**config.mk**
```make
export PLATFORM = sky130hd
export DESIGN_NAME = mult_div_unit_flat
export DESIGN_NICKNAME = d
export VERILOG_FILES = /design/src/rtl/mult_div_unit_if.sv /design/src/rtl/mult_div_unit.sv /design/src/flat_wrapper.sv
export SDC_FILE = /design/constraint.sdc
export NUM_CORES = 1
export LEC_CHECK = 0
export ABC_AREA = 0
export BUFFER_PORTS_ARGS = -buffer_cell sky130_fd_sc_hd__buf_4
export CORE_AREA = 2 2 195 197
export DETAILED_ROUTE_END_ITERATION = 8
export DIE_AREA = 0 0 197 199
export PLACE_DENSITY_LB_ADDON = 0.2
export SETUP_SLACK_MARGIN = 0.3
export SLEW_MARGIN = 10
export SYNTH_ARGS = -nofsm -noshare
export SYNTH_HDL_FRONTEND = slang
export SYNTH_SLANG_ARGS = --single-unit
```
**constraint.sdc**
```tcl
create_clock -name i_clk -period 3.2 [get_ports i_clk]
set_input_delay 0.32 -clock i_clk [delete_from_list [all_inputs] [get_ports i_clk]]
set_output_delay 0.32 -clock i_clk [all_outputs]
set_load 0.02 [all_outputs]
```
**src/rtl/mult_div_unit_if.sv**
```systemverilog
// Request/result bundle between the EX-stage issue logic and the mult/div unit.
interface mult_div_unit_if #(
    parameter int NBITS = 32
);
    logic             i_Start;
    logic [1:0]       i_Op;
    logic [NBITS-1:0] i_A;
    logic [NBITS-1:0] i_B;
    logic             i_MTHI;
    logic             i_MTLO;
    logic [NBITS-1:0] o_HI;
    logic [NBITS-1:0] o_LO;
    logic             o_Busy;
    logic             o_Done;

    modport master (
        output i_Start, i_Op, i_A, i_B, i_MTHI, i_MTLO,
        input  o_HI, o_LO, o_Busy, o_Done
    );

    modport slave (
        input  i_Start, i_Op, i_A, i_B, i_MTHI, i_MTLO,
        output o_HI, o_LO, o_Busy, o_Done
    );
endinterface

```
**src/rtl/mult_div_unit.sv**
```systemverilog
// Multi-cycle MULT/MULTU/DIV/DIVU unit owning the HI/LO registers.
// Operates on magnitudes with an unsigned shift-add multiplier and a
// restoring divider; signs are re-applied in a final FIX cycle.
module mult_div_unit #(
    parameter int NBITS    = 32,
    parameter int NBITSCNT = 6
) (
    input  logic            i_clk,
    input  logic            i_reset,
    mult_div_unit_if.slave  bus
);
    typedef enum logic [1:0] {
        ST_IDLE = 2'd0,
        ST_CALC = 2'd1,
        ST_FIX  = 2'd2
    } state_t;

    localparam logic [NBITSCNT-1:0] LAST_CNT = NBITSCNT'(NBITS - 1);

    // Two's-complement negate when neg is set (operand width).
    function automatic logic [NBITS-1:0] cond_neg(input logic [NBITS-1:0] v, input logic neg);
        return neg ? (~v + {{(NBITS-1){1'b0}}, 1'b1}) : v;
    endfunction

    // Two's-complement negate when neg is set (double width, for products).
    function automatic logic [2*NBITS-1:0] cond_neg2(input logic [2*NBITS-1:0] v, input logic neg);
        return neg ? (~v + {{(2*NBITS-1){1'b0}}, 1'b1}) : v;
    endfunction

    state_t               state_r, state_s;
    logic [NBITSCNT-1:0]  cnt_r, cnt_s;
    logic [1:0]           op_r, op_s;
    logic                 sign_a_r, sign_a_s;
    logic                 sign_b_r, sign_b_s;
    logic                 dz_r, dz_s;
    logic [NBITS-1:0]     raw_a_r, raw_a_s;
    logic [NBITS-1:0]     a_r, a_s;        // |multiplicand| or |dividend| (shifted out MSB first)
    logic [NBITS-1:0]     b_r, b_s;        // |multiplier| (shifted out LSB first) or |divisor|
    logic [2*NBITS-1:0]   acc_r, acc_s;    // {partial product} or {remainder, quotient}
    logic [NBITS-1:0]     hi_r, hi_s;
    logic [NBITS-1:0]     lo_r, lo_s;
    logic                 busy_r, busy_s;
    logic                 done_r, done_s;

    logic [NBITS:0]       mul_sum_s;
    logic [NBITS:0]       trial_s;
    logic [NBITS-1:0]     diff_s;
    logic [2*NBITS-1:0]   prod_s;
    logic                 start_sign_a_s;
    logic                 start_sign_b_s;

    // Next-state and datapath: operand capture, one iteration per CALC cycle, sign fix-up.
    always_comb begin
        state_s        = state_r;
        cnt_s          = cnt_r;
        op_s           = op_r;
        sign_a_s       = sign_a_r;
        sign_b_s       = sign_b_r;
        dz_s           = dz_r;
        raw_a_s        = raw_a_r;
        a_s            = a_r;
        b_s            = b_r;
        acc_s          = acc_r;
        hi_s           = hi_r;
        lo_s           = lo_r;
        busy_s         = busy_r;
        done_s         = 1'b0;
        mul_sum_s      = {(NBITS+1){1'b0}};
        trial_s        = {(NBITS+1){1'b0}};
        diff_s         = {NBITS{1'b0}};
        prod_s         = {(2*NBITS){1'b0}};
        start_sign_a_s = ~bus.i_Op[0] & bus.i_A[NBITS-1];
        start_sign_b_s = ~bus.i_Op[0] & bus.i_B[NBITS-1];

        case (state_r)
            ST_IDLE: begin
                // The Done cycle never accepts a start, so Done and an accepted start never coincide.
                if (bus.i_Start && !done_r) begin
                    state_s  = ST_CALC;
                    cnt_s    = {NBITSCNT{1'b0}};
                    op_s     = bus.i_Op;
                    sign_a_s = start_sign_a_s;
                    sign_b_s = start_sign_b_s;
                    dz_s     = (bus.i_B == {NBITS{1'b0}});
                    raw_a_s  = bus.i_A;
                    a_s      = cond_neg(bus.i_A, start_sign_a_s);
                    b_s      = cond_neg(bus.i_B, start_sign_b_s);
                    acc_s    = {(2*NBITS){1'b0}};
                    busy_s   = 1'b1;
                end else begin
                    if (!bus.i_Start && bus.i_MTHI) begin
                        hi_s = bus.i_A;
                    end else begin
                        hi_s = hi_r;
                    end
                    if (!bus.i_Start && bus.i_MTLO) begin
                        lo_s = bus.i_A;
                    end else begin
                        lo_s = lo_r;
                    end
                end
            end
            ST_CALC: begin
                cnt_s = cnt_r + {{(NBITSCNT-1){1'b0}}, 1'b1};
                if (!op_r[1]) begin
                    // Add multiplicand into the upper half, then shift the whole product right.
                    mul_sum_s = {1'b0, acc_r[2*NBITS-1:NBITS]} + (b_r[0] ? {1'b0, a_r} : {(NBITS+1){1'b0}});
                    acc_s     = {mul_sum_s, acc_r[NBITS-1:1]};
                    b_s       = {1'b0, b_r[NBITS-1:1]};
                end else begin
                    // Bring down the next dividend bit and try subtracting the divisor.
                    trial_s = {acc_r[2*NBITS-1:NBITS], a_r[NBITS-1]};
                    diff_s  = trial_s[NBITS-1:0] - b_r;
                    if (trial_s >= {1'b0, b_r}) begin
                        acc_s = {diff_s, acc_r[NBITS-2:0], 1'b1};
                    end else begin
                        acc_s = {trial_s[NBITS-1:0], acc_r[NBITS-2:0], 1'b0};
                    end
                    a_s = {a_r[NBITS-2:0], 1'b0};
                end
                if (cnt_r == LAST_CNT) begin
                    state_s = ST_FIX;
                end else begin
                    state_s = ST_CALC;
                end
            end
            ST_FIX: begin
                if (!op_r[1]) begin
                    prod_s = cond_neg2(acc_r, sign_a_r ^ sign_b_r);
                    hi_s   = prod_s[2*NBITS-1:NBITS];
                    lo_s   = prod_s[NBITS-1:0];
                end else if (dz_r) begin
                    hi_s = raw_a_r;
                    lo_s = {NBITS{1'b1}};
                end else begin
                    hi_s = cond_neg(acc_r[2*NBITS-1:NBITS], sign_a_r);
                    lo_s = cond_neg(acc_r[NBITS-1:0], sign_a_r ^ sign_b_r);
                end
                done_s  = 1'b1;
                busy_s  = 1'b0;
                state_s = ST_IDLE;
            end
            default: begin
                state_s = ST_IDLE;
                busy_s  = 1'b0;
            end
        endcase
    end

    // State and datapath registers with synchronous reset that discards any partial result.
    always_ff @(posedge i_clk) begin
        if (i_reset) begin
            state_r  <= ST_IDLE;
            cnt_r    <= {NBITSCNT{1'b0}};
            op_r     <= 2'b00;
            sign_a_r <= 1'b0;
            sign_b_r <= 1'b0;
            dz_r     <= 1'b0;
            raw_a_r  <= {NBITS{1'b0}};
            a_r      <= {NBITS{1'b0}};
            b_r      <= {NBITS{1'b0}};
            acc_r    <= {(2*NBITS){1'b0}};
            hi_r     <= {NBITS{1'b0}};
            lo_r     <= {NBITS{1'b0}};
            busy_r   <= 1'b0;
            done_r   <= 1'b0;
        end else begin
            state_r  <= state_s;
            cnt_r    <= cnt_s;
            op_r     <= op_s;
            sign_a_r <= sign_a_s;
            sign_b_r <= sign_b_s;
            dz_r     <= dz_s;
            raw_a_r  <= raw_a_s;
            a_r      <= a_s;
            b_r      <= b_s;
            acc_r    <= acc_s;
            hi_r     <= hi_s;
            lo_r     <= lo_s;
            busy_r   <= busy_s;
            done_r   <= done_s;
        end
    end

    assign bus.o_HI   = hi_r;
    assign bus.o_LO   = lo_r;
    assign bus.o_Busy = busy_r;
    assign bus.o_Done = done_r;
endmodule

```
**src/flat_wrapper.sv**
```systemverilog
// flat-port wrapper written by rule: the top's interface ports become plain ports
module mult_div_unit_flat 
#(
    parameter int NBITS    = 32,
    parameter int NBITSCNT = 6
)
  (i_clk, i_reset, bus_i_Start, bus_i_Op, bus_i_A, bus_i_B, bus_i_MTHI, bus_i_MTLO, bus_o_HI, bus_o_LO, bus_o_Busy, bus_o_Done);
  mult_div_unit_if #(.NBITS(NBITS)) bus_i ();
  input  logic i_clk;
  input  logic i_reset;
  input wire logic [$bits(bus_i.i_Start)-1:0] bus_i_Start;
  input wire logic [$bits(bus_i.i_Op)-1:0] bus_i_Op;
  input wire logic [$bits(bus_i.i_A)-1:0] bus_i_A;
  input wire logic [$bits(bus_i.i_B)-1:0] bus_i_B;
  input wire logic [$bits(bus_i.i_MTHI)-1:0] bus_i_MTHI;
  input wire logic [$bits(bus_i.i_MTLO)-1:0] bus_i_MTLO;
  output wire logic [$bits(bus_i.o_HI)-1:0] bus_o_HI;
  output wire logic [$bits(bus_i.o_LO)-1:0] bus_o_LO;
  output wire logic [$bits(bus_i.o_Busy)-1:0] bus_o_Busy;
  output wire logic [$bits(bus_i.o_Done)-1:0] bus_o_Done;
  assign bus_i.i_Start = bus_i_Start;
  assign bus_i.i_Op = bus_i_Op;
  assign bus_i.i_A = bus_i_A;
  assign bus_i.i_B = bus_i_B;
  assign bus_i.i_MTHI = bus_i_MTHI;
  assign bus_i.i_MTLO = bus_i_MTLO;
  assign bus_o_HI = bus_i.o_HI;
  assign bus_o_LO = bus_i.o_LO;
  assign bus_o_Busy = bus_i.o_Busy;
  assign bus_o_Done = bus_i.o_Done;
  mult_div_unit #(.NBITS(NBITS), .NBITSCNT(NBITSCNT)) u_core (.i_clk(i_clk), .i_reset(i_reset), .bus(bus_i));
endmodule
```
==> run metrics <==
clock-pin transition on the worst setup and hold timing paths 0.07 ns; Worst Hold Class in -> reg; Cells after Synth about 2400; startpoint types flip-flop; Synth Register Bits around 240; first-pass GRT wire length 101000 µm; post-synthesis async set-or-reset flop share 0%; EDFF count, synth 0; Tcrit/Tclk final between 90 and 100%; I/O Buffers 136; hold-fix buffers at CTS 0; Peak Freq 333 MHz; chip height slightly below 200 µm; Distinct cells, synth just over 80; total negative slack 0 ns; RSZ-0062 raised after global routing true; crit-path cells buf_12, and2_4, ha_4, inv_2, fa_2, nand2b_4, a21oi_4, nor2_4, o21ba_4, o22ai_2, buf_6, a221o_1, a31oi_1, o21a_1, a311oi_1; chip width 197 µm; Final WS setup between 0.15 and 0.2 ns; Area growth, synth to finish 22.0%; Post-DRT Antenna Nets 0; number of clock sinks 238; Starting Density a little under half; drt pass-1 iters 5; core area approximately 37000 µm²; post-DP HPWL 48500 µm; Pleak 0.00861 µW; syn avg cell area about 7.4 µm²; Final Setup Violations 0; clk buf depth 3; DRC violation count after routing 0; CP Buf/Inv Count 3; initial antenna violation count 0; crit path DAT about 3.5 ns; power per cell area around 430 nW/µm²; via density per instance 6.24; synth top area cells dfxtp_1, a21oi_1, nor2_1; All-Layer GR Usage 33.1%; Max Transition Viols Final 0; Post-Syn Area approximately 18000 µm²; Worst Setup Slack post-DPL 0.00393 ns; layout cells sized above 1 18.8%; Post-synth top flop dfxtp_1; WL/cell 22.4 µm; Final Hold Fails 0; via count roughly 19000; Clk Latency, worst-skew pair about 0.59 ns; Setup CP Type reg -> reg; largest net degree at the start of global routing about 170; largest fanout on the critical path 5; clk root buf clkbuf_16; Setup crit end kind flip-flop; CTS buffer count 28; cell family with most CP delay compound AO/OA/AOI/OAI gates; Die ar. 39200 µm²; slowest CP cell dfxtp_4; number of global-route vias before repair roughly 18000; Ant. Diodes 0; Max stage delay on crit path about 0.42 ns; Slew headroom around a third; Ys Warns 0; status finished, final reports clean; Synth Net Count 2533; top cell type's share of synthesized area 27.0%; register area share after synthesis between 20% and 30%; Ports 137; Worst Max-Slew Pin Slew 0.995 ns; row count 71; Max Cap Viol 0; WP data required 3.70 ns; CTS tree done; dominant cell type by area after synthesis dfxtp_1; WL final 67300 µm; initial drt markers 1585; final clock skew between 0.01 and 0.015 ns; reg2reg setup slack 0.19 ns; Overflow after GRT 0; Final nets 2648; # H-tree levels 1; peak supply drop 0.000469 V; Tmin final 3.01 ns; GP Congestion 0.925
==> metrics by stage <==
step | instances | cell area, µm² | hold WS [ns] | power (µW) | utilization (%)
floorplan | 2390 | 17600 | 0.432 | 4830 | -
global placement | 2926 | 19500 | 0.439 | 5630 | 52.6
detailed placement | 2926 | 19500 | 0.445 | 5650 | 52.6
CTS | 2983 | 20800 | 0.0101 | 9130 | 56.0
global route | 3000 | 21500 | 0.0165 | 9680 | 57.9
finish | 3000 | 21500 | 0.0301 | 9320 | 57.9
==> layout by cell type, fill, tap and decap left out, drive strengths merged, types with 9 or more instances in the layout <==
master / n
o41ai: 11
a21oi: 258
a21o: 24
dfxtp: 238
nor4: 20
nand4: 16
a311oi: 14
mux2i: 89
nor2: 308
xor2: 78
and3: 19
ha: 70
nand3: 40
o21ai: 119
o211ai: 19
a221oi: 33
o21a: 9
o31ai: 18
a22oi: 24
or4: 15
and2: 43
inv: 64
nor3: 51
nand2: 212
o22ai: 31
nor2b: 14
buf: 277
xnor2: 102
a31oi: 58
or3: 30
clkbuf: 43
nand2b: 20
a211oi: 51
==> per-layer routing <==
layer	up-vias	GRT usage (%)	wire length, µm
met1	8968	42.0	27500
met2	752	55.1	31400
met5	-	0	0
met4	0	16.6	3430
li1	8832	-	-
met3	178	4.76	4970
==> final timing paths <==
path | from | endpoint | cells after the start
min | bus_i_B[31] | u_core.b_r[31]$_SDFFE_PP0P_ | 3
max | u_core.b_r[0]$_SDFFE_PP0P_ | u_core.acc_r[63]$_SDFFE_PP0P_ | 15
min reg2reg | u_core.raw_a_r[25]$_SDFFE_PP0P_ | u_core.raw_a_r[25]$_SDFFE_PP0P_ | 2
max reg2reg | u_core.b_r[0]$_SDFFE_PP0P_ | u_core.acc_r[63]$_SDFFE_PP0P_ | 15
==> state kept, by name (all words and copies together) (netlist names), 2 cells and up <==
register,count
u_core.bus.o_LO,32
u_core.cnt_r,6
u_core.state_r,2
u_core.a_r,32
u_core.raw_a_r,32
u_core.bus.o_HI,32
u_core.acc_r,64
u_core.b_r,32
==> Yosys cell counts (40+ instances only) <==
cell type and number:
a21oi_1 258, nor3_1 49, nor2_1 308, xnor2_1 102, and2_1 42, mux2i_1 89
a211oi_1 51, ha_1 70, xor2_1 78, inv_1 63, nand3_1 40, a31oi_1 58
clkbuf_1 168, dfxtp_1 238, o21ai_0 113, nand2_1 212
==> power by group <==
part | total [µW] | internal, µW | switching (µW)
Combinational | 2610 | 1060 | 1550
Clock | 3440 | 2020 | 1420
Sequential | 3270 | 3120 | 150
==> cell type report <==
type / instances / area [µm²]
Clock buffer: 40 / 816
Timing Repair Buffer: 281 / 2290
Clock inverter: 11 / 168
Multi-Input combinational cell: 1892 / 12600
Tap cell: 474 / 593
Sequential cell: 238 / 4790
Fill cell: 3556 / 15600
Inverter: 64 / 240
==> cell families (layout without fill, tap and decap cells) <==
logic type	Yosys count	count (layout)	share of synthesized area (%)
buf+inv	260	396	5.70
compound gates	727	727	26.0
flops	238	238	27.0
xor+xnor	180	180	8.94
simple gates	820	820	21.9
fa+ha+maj	72	72	5.19
mux	93	93	5.31
==> tightest hold or removal path, cell delays in order <==
cell and delay, ns:
buf_4 0.10, a32oi_1 0.08, nor2_1 0.08
==> timing repair <==
item                                    in CTS  in global routing
endpoints found under the setup margin      46                 49
gates resized for setup                     47                114
pin swaps                                    7                 41
buffers inserted                             5                 14
gates cloned                                 1                  3
Power figures use the tool's default switching activity.
